<file path="src/rtl/narrow_16b_to_8b.sv">
// 16-to-8 width-down converter: 2/4-entry word FIFO followed by a byte-select FSM.
// Optional zero-extended-byte skip enabled by defining NARROW_ZSKIP_EN.
module narrow_16b_to_8b #(
  parameter int LOW_FIRST  = 1,
  parameter int FIFO_DEPTH = 2
) (
  input  logic        clk,
  input  logic        rst,
  input  logic        in_valid,
  input  logic [15:0] in_word,
  output logic        in_ready,
  output logic        out_valid,
  output logic [7:0]  out_byte,
  output logic        out_last,
  input  logic        out_ready,
  output logic        busy
);

  localparam int PTR_W = $clog2(FIFO_DEPTH);
  localparam int CNT_W = PTR_W + 1;

  if (FIFO_DEPTH != 2 && FIFO_DEPTH != 4) begin : g_bad_depth
    $error("narrow_16b_to_8b: FIFO_DEPTH must be 2 or 4");
  end

  typedef enum logic {FIRST, SECOND} state_t;

  state_t             state;
  logic [15:0]        mem [FIFO_DEPTH];
  logic [PTR_W-1:0]   wr_ptr;
  logic [PTR_W-1:0]   rd_ptr;
  logic [CNT_W-1:0]   count;

  logic [15:0]        head;
  logic [7:0]         first_byte;
  logic [7:0]         second_byte;
  logic               zskip;
  logic               push;
  logic               pop;

  assign head        = mem[rd_ptr];
  assign first_byte  = (LOW_FIRST != 0) ? head[7:0]  : head[15:8];
  assign second_byte = (LOW_FIRST != 0) ? head[15:8] : head[7:0];

`ifdef NARROW_ZSKIP_EN
  // A word whose upper byte is zero is a zero-extended byte: emit only the low byte.
  assign zskip = (LOW_FIRST != 0) && (state == FIRST) && out_valid && (head[15:8] == 8'h00);
`else
  assign zskip = 1'b0;
`endif

  assign in_ready  = (count != CNT_W'(FIFO_DEPTH));
  assign out_valid = (count != '0);
  assign busy      = out_valid || (state == SECOND);
  assign out_last  = (state == SECOND) || zskip;
  assign out_byte  = !out_valid        ? 8'h00 :
                     (state == SECOND) ? second_byte : first_byte;

  assign push = in_valid && in_ready;
  assign pop  = out_valid && out_ready && ((state == SECOND) || zskip);

  // NOTE: the word storage has no reset; count gates every read, so stale entries are never observed.
  always_ff @(posedge clk) begin
    if (push) mem[wr_ptr] <= in_word;
  end

  // NOTE: all control state uses non-blocking assignments so every register samples pre-edge values.
  always_ff @(posedge clk or posedge rst) begin
    if (rst) begin
      state  <= FIRST;
      wr_ptr <= '0;
      rd_ptr <= '0;
      count  <= '0;
    end else begin
      if (push) wr_ptr <= wr_ptr + PTR_W'(1);
      if (pop)  rd_ptr <= rd_ptr + PTR_W'(1);
      count <= count + CNT_W'(push) - CNT_W'(pop);
      if (out_valid && out_ready) begin
        if (state == FIRST && !zskip) state <= SECOND;
        else                          state <= FIRST;
      end
    end
  end

endmodule

</file>
<file path="config.mk">
export PLATFORM = sky130hd
export DESIGN_NAME = narrow_16b_to_8b
export DESIGN_NICKNAME = d
export VERILOG_FILES = /design/src/rtl/narrow_16b_to_8b.sv
export SDC_FILE = /design/constraint.sdc
export NUM_CORES = 1
export LEC_CHECK = 0
export CAP_MARGIN = 0
export CELL_PAD_IN_SITES_DETAIL_PLACEMENT = 0
export CELL_PAD_IN_SITES_GLOBAL_PLACEMENT = 2
export CORE_AREA = 2 2 63 71
export DETAILED_ROUTE_END_ITERATION = 12
export DIE_AREA = 0 0 65 73
export PLACE_DENSITY = 0.8
export SLEW_MARGIN = 20
export SYNTH_ARGS = -nofsm -noshare
export SYNTH_HDL_FRONTEND = slang
export SYNTH_SLANG_ARGS = --single-unit
</file>
<file path="constraint.sdc">
create_clock -name clk -period 4.5 [get_ports clk]
set_clock_uncertainty 0.15 [all_clocks]
set_input_delay 0.9 -clock clk [delete_from_list [all_inputs] [get_ports clk]]
set_output_delay 0.9 -clock clk [all_outputs]
set_load 0.005 [all_outputs]
</file>
==> impl_summary.txt, run 1 <==
----------------------------------------------------
[Status]
  Status ... completed

[STA]
  Highest clock frequency the design can meet ... 313.1 MHz
  Count of final max-slew check failures ... 0
  Unrepaired setup endpoints after global routing ... no
  Minimum clock period ... roughly 3200 ps
  Transition at the pin with the smallest max-transition slack ... 769.2 ps
  Total Neg Setup Slack ... 0 ps
  Endpoints failing setup ... 0
  Slew Limit Headroom ... roughly 50%
  Tightest hold margin ... 349.9 ps
  Final clock period utilization by the worst path ... approximately 71%
  Final-report hold violation count ... 0

[Global route]
  Global-route usage over all layers ... approximately an eighth
  Wire length of the first global-routing pass ... approximately 3900 um
  Maximum number of pins on one net before global-route repair ... 17
  Number of antenna violations at the first check in global routing ... 0
  Vias in the first global route ... 820
  Global-route congestion overflow total ... 0

[Clock tree]
  # Post-CTS Setup Buffers ... 0
  Number of clock buffers inserted by TritonCTS ... 5
  Number of gates resized after cts ... 0
  TritonCTS Sinks ... 37
  Clock Tree Buf Depth ... 2
  CTS tree ... built
  H-tree level count ... 2
  Clock Latency Late Sink ... 280 ps
  Total of hold buffers inserted after clock tree synthesis ... 0
  Cell at the root of the clock tree ... sky130_fd_sc_hd__clkbuf_8
  Clock-pin slew on the worst setup and hold paths ... 60 ps

[Place]
  HPWL reported at the end of detailed placement ... 1666 um
  Placed Cells incl. Taps ... 160
  Number of port buffers ... 31
  Routability congestion estimate from global placement ... 0.6249

[Yosys]
  Asr flop ratio synth ... approximately 14%
  Mean post-synth cell area ... approximately 19 um2
  Post-synthesis instance area ... 1473 um2
  Number of flops mapped to enable cells by yosys ... 32
  Count of mapped cells out of synthesis ... just under 80
  FF+latch count, synth ... 37
  Top flip-flop cell by instance count after synthesis ... sky130_fd_sc_hd__edfxtp_1
  Proportion of synthesized chip area in sequential cells ... ~74%
  Mapped Nets ... 98
  Yosys cell types ... 22
  Count of synthesis-stage warnings from yosys ... 0

[Worst setup path]
  FF-to-FF path depth ... 2
  Required arrival time at the worst endpoint ... 3450 ps
  Reg-to-Reg Start ... count[0]
  Crit Path Max Fanout ... 9
  Setup slack on the worst flop-to-flop path ... 2690 ps
  Category of the most critical setup path ... register to primary output
  Setup crit start kind ... register
  Terminus of the critical flop-to-flop path ... mem[1][7]
  Endpoint type of the worst setup path ... primary output
  Launching instance or port of the critical path ... rd_ptr
  Critical path arrival ... around 2100 ps
  Capturing instance or port of the critical path ... out_byte[0]

[Final layout]
  Multi-input gate area in the final layout ... 361.6 um2
  Nets ... approximately 130
  Fill cell instance count of the final layout ... 364
  Layout Area Growth over Synthesis ... 29.91%
  Share of layout cells above drive strength 1 ... 13.27%
  Sequential cell area in the final layout ... about 1100 um2
  Final instance count without filler cells ... 167
  Number of antenna cells inserted ... 0
  Most frequent cells in the layout ... sky130_fd_sc_hd__edfxtp_1 (32), sky130_fd_sc_hd__clkdlybuf4s50_1 (31), sky130_fd_sc_hd__mux4_2 (8), sky130_fd_sc_hd__and2_1 (8)
  Most common cell after layout, fill and taps aside ... sky130_fd_sc_hd__edfxtp_1

[Floorplan]
  Die ar. ... between 4000 and 5000 um2
  Die Height ... between 70 and 80 um
  Number of rows created at floorplan ... 25
  Top-level I/O count ... 32
  Starting density of the core ... roughly 36%
  Die span in x ... around 65 um
  Core Footprint ... between 4000 and 5000 um2

[Routing]
  DRT Wirelength ... 2423 um
  WL/cell ... ~15 um
  Vias post-DR ... between 700 and 800
  Drt drc ... 0
  Number of nets still failing antenna checks after routing ... 0
  Detailed-route vias per instance ... approximately 4.6
  Initial detailed-routing violation count ... 18
  DRT Pass-1 Iters ... 4

[Power]
  Max IR drop VDD ... about 260 uV
  Total power divided by cell area ... roughly 620 nW/um2
  Leakage Power ... about 0.65 nW

[Run]
  Number of maximum-capacitance violations ... 0

[Worst hold path]
  Min-Delay Path Class ... register to register

----------------------------------------------------
-- sequential cells by signal, indices dropped and copies added, names as in the netlist --
signal / cells
wr_ptr: 1
out_last: 1
rd_ptr: 1
mem: 32
count: 2
-- synthesized netlist by cell type, types with 2 or more instances --
library cell               number  area, um2
sky130_fd_sc_hd__edfxtp_1      32      960.9
sky130_fd_sc_hd__a21oi_1        2      10.01
sky130_fd_sc_hd__xnor2_1        3      26.28
sky130_fd_sc_hd__mux4_2         8      180.2
sky130_fd_sc_hd__nand2_1        3      11.26
sky130_fd_sc_hd__buf_2          2      10.01
sky130_fd_sc_hd__and2_1         8      50.05
sky130_fd_sc_hd__dfrtp_1        5      125.1
-- worst max-delay path, stage by stage (launching register included) --
cell and delay [ps]:
sky130_fd_sc_hd__dfrtp_1 690, sky130_fd_sc_hd__mux4_2 560, sky130_fd_sc_hd__and2_1 170, sky130_fd_sc_hd__clkdlybuf4s50_1 440
-- logic make-up (layout without fill, tap and decap cells) --
logic type | Yosys count | in the layout | synth area share, %
xor+xnor | 4 | 4 | 2.379
mux | 8 | 8 | 12.23
flops | 37 | 37 | 73.75
buf+inv | 4 | 40 | 1.699
compound gates | 4 | 4 | 1.529
simple gates | 19 | 19 | 7.563
fa+ha+maj | 1 | 1 | 0.8495
-- through the flow --
stage	total power [mW]	util, %	setup slack (ps)	instance area (um2)
after CTS	1.201	46.69	1225	1913
after global routing	1.259	46.69	1160	1913
final	1.180	46.69	1306	1913
after global placement	0.9861	44.82	1548	1837
after floorplan	0.7846	-	2278	1473
after detailed placement	0.9945	44.82	1537	1837
-- per-layer routing --
layer / part of all wire [%] / global-route usage [%]
met2: 54 / 19.82
met4: 0.99 / 5.674
met3: 4.9 / 4.938
met1: 40 / 12.55
met5: 0 / 0
-- area by class of cell --
class / instances / share of cell area (%)
clock buffers: 6 / 3.793
clock inverters: 1 / 0.1962
repair buffers: 32 / 16.61
flip-flops and latches: 37 / 56.77
multi-input cells: 36 / 18.90
inverters: 1 / 0.1962
well taps: 54 / 3.532
-- worst min path at each step --
stage	startpoint	endpoint	slack [ps]	depth (start not counted)
after floorplan	wr_ptr	wr_ptr	310	1
after global placement	wr_ptr	wr_ptr	330	1
after detailed placement	wr_ptr	wr_ptr	330	1
after CTS	wr_ptr	wr_ptr	340	1
after global routing	wr_ptr	wr_ptr	370	1
final	wr_ptr	wr_ptr	350	1
-- where the power goes --
group | total [mW] | internal, mW | switching (mW)
sequential | 0.550 | 0.476 | 0.0749
combinational | 0.425 | 0.279 | 0.147
clock | 0.204 | 0.104 | 0.100
(Power assumes the default switching activity.)
==> run 2: changes to the inputs <==
CORE_AREA = 2 2 64 73   (was 2 2 63 71)
DIE_AREA = 0 0 66 75   (was 0 0 65 73)
PLACE_DENSITY = 0.77   (was 0.8)
clock period = 3.3 ns   (was 4.5 ns; I/O delays follow)
==> run 2 against run 1 <==
Effect of this change: register-to-register slack got worse by 1200 ps; clock-buffer cell count decreased by 1; non-clock buffer count unchanged; wire length increased by 5.0%; first-iteration DRC count increased by 67%; via count increased by 0.13%; critical path type unchanged; power increased by 45%; core utilization decreased by 0.24 points; combinational power increased by 37%; global-route usage increased by 0.23 points.
==> impl_summary.txt, run 2 (synthesized netlist as in run 1, its figures left out) <==
----------------------------------------------------
[Global route]
  Maximum number of pins on one net before global-route repair ... 17
  Vias in the first global route ... 866
  Number of antenna violations at the first check in global routing ... 0
  Global-route congestion overflow total ... 0
  Wire length of the first global-routing pass ... around 4100 um
  Global-route usage over all layers ... 11.91%

[STA]
  Total Neg Setup Slack ... 0 ps
  Slew Limit Headroom ... 47.89%
  Worst setup margin ... approximately 320 ps
  Highest clock frequency the design can meet ... 335.6 MHz
  Final-report hold violation count ... 0
  Count of final max-slew check failures ... 0
  Final clock period utilization by the worst path ... roughly nine tenths
  Endpoints failing setup ... 0
  Unrepaired setup endpoints after global routing ... no
  Minimum clock period ... between 2000 and 3000 ps
  Transition at the pin with the smallest max-transition slack ... 781.7 ps

[Worst hold path]
  Min-Delay Path Class ... register to register

[Power]
  Total power divided by cell area ... 877.7 nW/um2
  Max IR drop VDD ... ~370 uV
  Leakage Power ... 0.6645 nW
  Total design power ... approximately 1.7 mW

[Status]
  Status ... completed

[Floorplan]
  Die Height ... between 70 and 80 um
  Starting density of the core ... between 30% and 40%
  Die ar. ... roughly 5000 um2
  Top-level I/O count ... 32
  Number of rows created at floorplan ... 25
  Core Footprint ... 4192 um2
  Die span in x ... about 66 um

[Clock tree]
  Total of hold buffers inserted after clock tree synthesis ... 0
  Number of clock buffers inserted by TritonCTS ... 5
  Clock Latency Late Sink ... ~290 ps
  Number of gates resized after cts ... 0
  Cell at the root of the clock tree ... sky130_fd_sc_hd__clkbuf_8
  Clock Tree Buf Depth ... 2
  TritonCTS Sinks ... 37
  # Post-CTS Setup Buffers ... 0
  CTS tree ... built
  H-tree level count ... 2
  Clock-pin slew on the worst setup and hold paths ... 60 ps

[Final layout]
  Max FFs per register ... 32
  Most frequent cells in the layout ... sky130_fd_sc_hd__edfxtp_1 (32), sky130_fd_sc_hd__clkdlybuf4s50_1 (31), sky130_fd_sc_hd__mux4_2 (8), sky130_fd_sc_hd__and2_1 (8)
  Final Instance Area ... between 1500 and 2000 um2
  Final instance count without filler cells ... 168
  Most common cell after layout, fill and taps aside ... sky130_fd_sc_hd__edfxtp_1
  Layout Area Growth over Synthesis ... 32.20%
  Nets ... 134
  Number of antenna cells inserted ... 0
  Share of layout cells above drive strength 1 ... 14.91%
  Top Registers ... mem x32, count x2
  Fill cell instance count of the final layout ... around 400
  Register with the highest flop count ... mem

[Worst setup path]
  Critical path arrival ... around 2200 ps
  Required arrival time at the worst endpoint ... approximately 2500 ps
  Category of the most critical setup path ... register to primary output
  Setup crit start kind ... register
  Crit Path Max Fanout ... 9
  Endpoint type of the worst setup path ... primary output

[Routing]
  Initial detailed-routing violation count ... 30
  Drt drc ... 0
  DRT Wirelength ... 2544 um
  WL/cell ... between 15 and 20 um
  Vias post-DR ... roughly 780
  Detailed-route vias per instance ... 4.625
  DRT Pass-1 Iters ... 3
  Number of nets still failing antenna checks after routing ... 0

[Run]
  Number of maximum-capacitance violations ... 0

[Place]
  HPWL reported at the end of detailed placement ... around 1700 um
  Post-place instance area ... approximately 1800 um2
  Routability congestion estimate from global placement ... about 0.75
  Worst slack at placement ... about 570 ps
  Placed Cells incl. Taps ... between 150 and 200
  Number of port buffers ... 31

----------------------------------------------------
[run 2: changes by cell type in the layout (fill, tap and decap cells not counted)]
cell	before	now
sky130_fd_sc_hd__bufinv_16	0	1
sky130_fd_sc_hd__clkbuf_1	1	0
sky130_fd_sc_hd__clkinvlp_4	0	1
[run 2: worst max-delay path: stages (launching register included)]
cell and delay, ps:
sky130_fd_sc_hd__dfrtp_1 700, sky130_fd_sc_hd__mux4_2 570, sky130_fd_sc_hd__and2_1 170, sky130_fd_sc_hd__clkdlybuf4s50_1 450
[run 2: layout make-up]
class,count,area (um2),area share [%]
Sequential cell,37,1086,55.78
Multi-Input combinational cell,36,361.6,18.57
Timing Repair Buffer,32,317.8,16.32
Clock buffer,5,68.82,3.535
Tap cell,54,67.56,3.470
Clock inverter,3,41.29,2.121
Inverter,1,3.754,0.1928
[run 2: final timing paths]
kind / depth (start not counted) / end / start / slack, ps
max in group asynchronous: 2 / out_last / rst / 2380
max reg2reg: 2 / mem[1][15] / count[0] / 1490
min in group asynchronous: 2 / count[0] / rst / 430
max: 3 / out_byte[1] / rd_ptr / 320
min: 1 / wr_ptr / wr_ptr / 360
min reg2reg: 1 / wr_ptr / wr_ptr / 360
[run 2: through the flow]
| stage | hold slack [ps] | utilization [%] |
|---|---|---|
| 3_5_place_dp | 347.5 | 43.82 |
| 2_1_floorplan | 288.5 | - |
| 3_3_place_gp | 329.8 | 43.82 |
| 4_1_cts | 361.0 | 46.45 |
| 6_report | 359.3 | 46.45 |
| 5_1_grt | 391.1 | 46.45 |
[run 2: power breakdown]
part	internal (mW)	switching [mW]
Clock	0.222	0.156
Sequential	0.648	0.102
Combinational	0.380	0.201
[run 2: metal layers]
| layer | vias up | share of wire [%] | global-route usage, % |
|---|---|---|---|
| met1 | 383 | 40 | 13.49 |
| li1 | 367 | - | - |
| met5 | - | 0 | 0 |
| met3 | 6 | 6.2 | 4.484 |
| met2 | 21 | 50 | 18.86 |
| met4 | 0 | 2.9 | 8.163 |
==> run 3: changes to the inputs <==
SETUP_SLACK_MARGIN = 0.4   (was not set)
==> run 3 against run 2 <==
Effect of this change: flip-flop and latch count is the same; critical path depth stayed put; cell count unchanged; worst setup slack improved by 200 ps; wire length increased by 1.1%; design area grew 0.26%; hold slack is essentially flat; clock-buffer cell count stayed put; first-iteration DRC count down 23%; largest power group unchanged.
==> impl_summary.txt, run 3 (synthesized netlist as in run 1, its figures left out) <==
----------------------------------------------------
[Worst setup path]
  Crit Path Max Fanout ... 9
  Number of buffer and inverter stages on the critical path ... 1
  Logic depth of the worst path, buffers included ... 3
  Capturing instance or port of the critical path ... out_byte[1]
  FF-to-FF path depth ... 2
  Critical path arrival ... 1970 ps
  Critical-path cell with the highest stage delay ... sky130_fd_sc_hd__dfrtp_4
  Terminus of the critical flop-to-flop path ... mem[1][15]
  Endpoint type of the worst setup path ... primary output
  Setup crit start kind ... register
  Required arrival time at the worst endpoint ... roughly 2500 ps
  Reg-to-Reg Start ... count[0]
  Cell family with the largest share of critical-path delay ... flip-flops
  Category of the most critical setup path ... register to primary output
  CP Cell Sequence ... mux4_2 -> and2_1 -> clkdlybuf4s50_1
  Critical Path Max Stage Delay ... around 540 ps
  Setup slack on the worst flop-to-flop path ... between 1000 and 1500 ps
  Launching instance or port of the critical path ... rd_ptr

[Power]
  Proportion of total power due to net switching ... 26.85%
  Total design power ... between 1.5 and 2 mW
  Relative contribution of sequential cells to total power ... roughly 44%
  Comb power frac ... around 34%
  Share of total power in the clock network ... 22.1%
  Max IR drop VDD ... 373.8 uV
  Leakage Power ... roughly 0.66 nW
  Total power divided by cell area ... ~880 nW/um2
  Internal ... approximately 1.3 mW
  Power spent charging and discharging nets ... ~460 uW

[Routing]
  WL/cell ... between 15 and 20 um
  DRT Pass-1 Iters ... 3
  DRT Wirelength ... 2572 um
  Detailed-route vias per instance ... about 4.7
  Met2 WL ... roughly 1300 um
  Number of nets still failing antenna checks after routing ... 0
  DR WL met3 ... around 160 um
  Initial detailed-routing violation count ... 23
  Highest routed metal layer ... met4
  Drt drc ... 0
  Vias post-DR ... 787
  Detailed-routing wirelength on met1 ... roughly 1000 um

[Final layout]
  Most frequent cells in the layout ... sky130_fd_sc_hd__edfxtp_1 (32), sky130_fd_sc_hd__clkdlybuf4s50_1 (31), sky130_fd_sc_hd__mux4_2 (8), sky130_fd_sc_hd__and2_1 (8), sky130_fd_sc_hd__clkbuf_8 (5)
  Final instance count without filler cells ... 168
  Final Instance Area ... around 2000 um2
  Number of antenna cells inserted ... 0
  Share of layout cells above drive strength 1 ... 16.67%
  Most common cell after layout, fill and taps aside ... sky130_fd_sc_hd__edfxtp_1
  Top Registers ... mem x32, count x2
  Register with the highest flop count ... mem
  Layout Area Growth over Synthesis ... 32.54%
  Nets ... 134
  Max FFs per register ... 32

[Global route]
  Vias in the first global route ... 862
  Wire length of the first global-routing pass ... 4050 um
  Number of antenna violations at the first check in global routing ... 0
  Global-route usage over all layers ... a little under an eighth
  Maximum number of pins on one net before global-route repair ... 17
  Global-route congestion overflow total ... 0

[Clock tree]
  Clock-pin slew on the worst setup and hold paths ... 70 ps
  H-tree level count ... 2
  Cell at the root of the clock tree ... sky130_fd_sc_hd__clkbuf_8
  TritonCTS Sinks ... 37
  Clock Latency Late Sink ... a little under 300 ps
  Number of clock buffers inserted by TritonCTS ... 5
  CTS tree ... built
  Clock Tree Buf Depth ... 2
  # Post-CTS Setup Buffers ... 0

[Floorplan]
  Die Height ... around 75 um
  Core Footprint ... 4192 um2
  Top-level I/O count ... 32
  Die span in x ... 66 um
  Starting density of the core ... between 30% and 40%
  Die ar. ... slightly below 5000 um2
  Number of rows created at floorplan ... 25

[STA]
  Transition at the pin with the smallest max-transition slack ... roughly 790 ps
  Highest clock frequency the design can meet ... 360.0 MHz
  Worst setup margin ... about 520 ps
  Slew Limit Headroom ... 47.40%
  Final-report hold violation count ... 0
  Endpoints failing setup ... 0
  Total Neg Setup Slack ... 0 ps
  Minimum clock period ... ~2800 ps
  Count of final max-slew check failures ... 0
  Final clock period utilization by the worst path ... a little over four fifths
  Unrepaired setup endpoints after global routing ... no

[Place]
  HPWL reported at the end of detailed placement ... 1727 um
  Routability congestion estimate from global placement ... about 0.75
  Worst slack at placement ... between 500 and 600 ps
  Placed Cells incl. Taps ... 160
  Number of port buffers ... 31
  Post-place instance area ... roughly 1800 um2

[Run]
  Number of maximum-capacitance violations ... 0

[Worst hold path]
  Min-Delay Path Class ... register to register

[Status]
  Status ... completed

----------------------------------------------------
-- run 3: area by class of cell --
| type | count | area [um2] |
|---|---|---|
| Clock buffer | 5 | 68.82 |
| Inverter | 1 | 3.754 |
| Fill cell | 392 | 2240 |
| Clock inverter | 3 | 41.29 |
| Tap cell | 54 | 67.56 |
| Timing Repair Buffer | 32 | 317.8 |
| Multi-Input combinational cell | 36 | 361.6 |
| Sequential cell | 37 | 1091 |
-- run 3: power groups by stage --
stage	clock network [mW]	registers [mW]	logic, mW
2_1_floorplan	0	0.694	0.376
6_report	0.380	0.757	0.582
3_3_place_gp	0	0.758	0.588
4_1_cts	0.390	0.758	0.599
3_5_place_dp	0	0.766	0.596
5_1_grt	0.408	0.774	0.641
-- run 3: worst min path at each step --
stage / from / to / slack (ps) / cells past startpoint
final: wr_ptr / wr_ptr / 360 / 1
after global routing: wr_ptr / wr_ptr / 390 / 1
after CTS: wr_ptr / wr_ptr / 360 / 1
after detailed placement: wr_ptr / wr_ptr / 350 / 1
after global placement: wr_ptr / wr_ptr / 330 / 1
after floorplan: rst / count[0] / 290 / 1
-- run 3: what timing repair did --
item / 4_1_cts / 5_1_grt
endpoints found under the setup margin: 8 / 2
pin swaps: 0 / 0
hold buffers: 0 / 0
gates resized for setup: 1 / 2
-- run 3: through the flow --
stage	hold slack [ps]	util (%)
global placement	329.8	43.82
CTS	361.0	46.48
floorplan	288.5	-
detailed placement	347.5	43.82
finish	359.7	46.57
global route	389.7	46.57
-- run 3: per-layer routing --
metal | up-vias | GRT usage [%]
met4 | 0 | 8.163
met3 | 6 | 4.484
met2 | 21 | 18.74
met5 | - | 0
met1 | 394 | 13.59
li1 | 366 | -
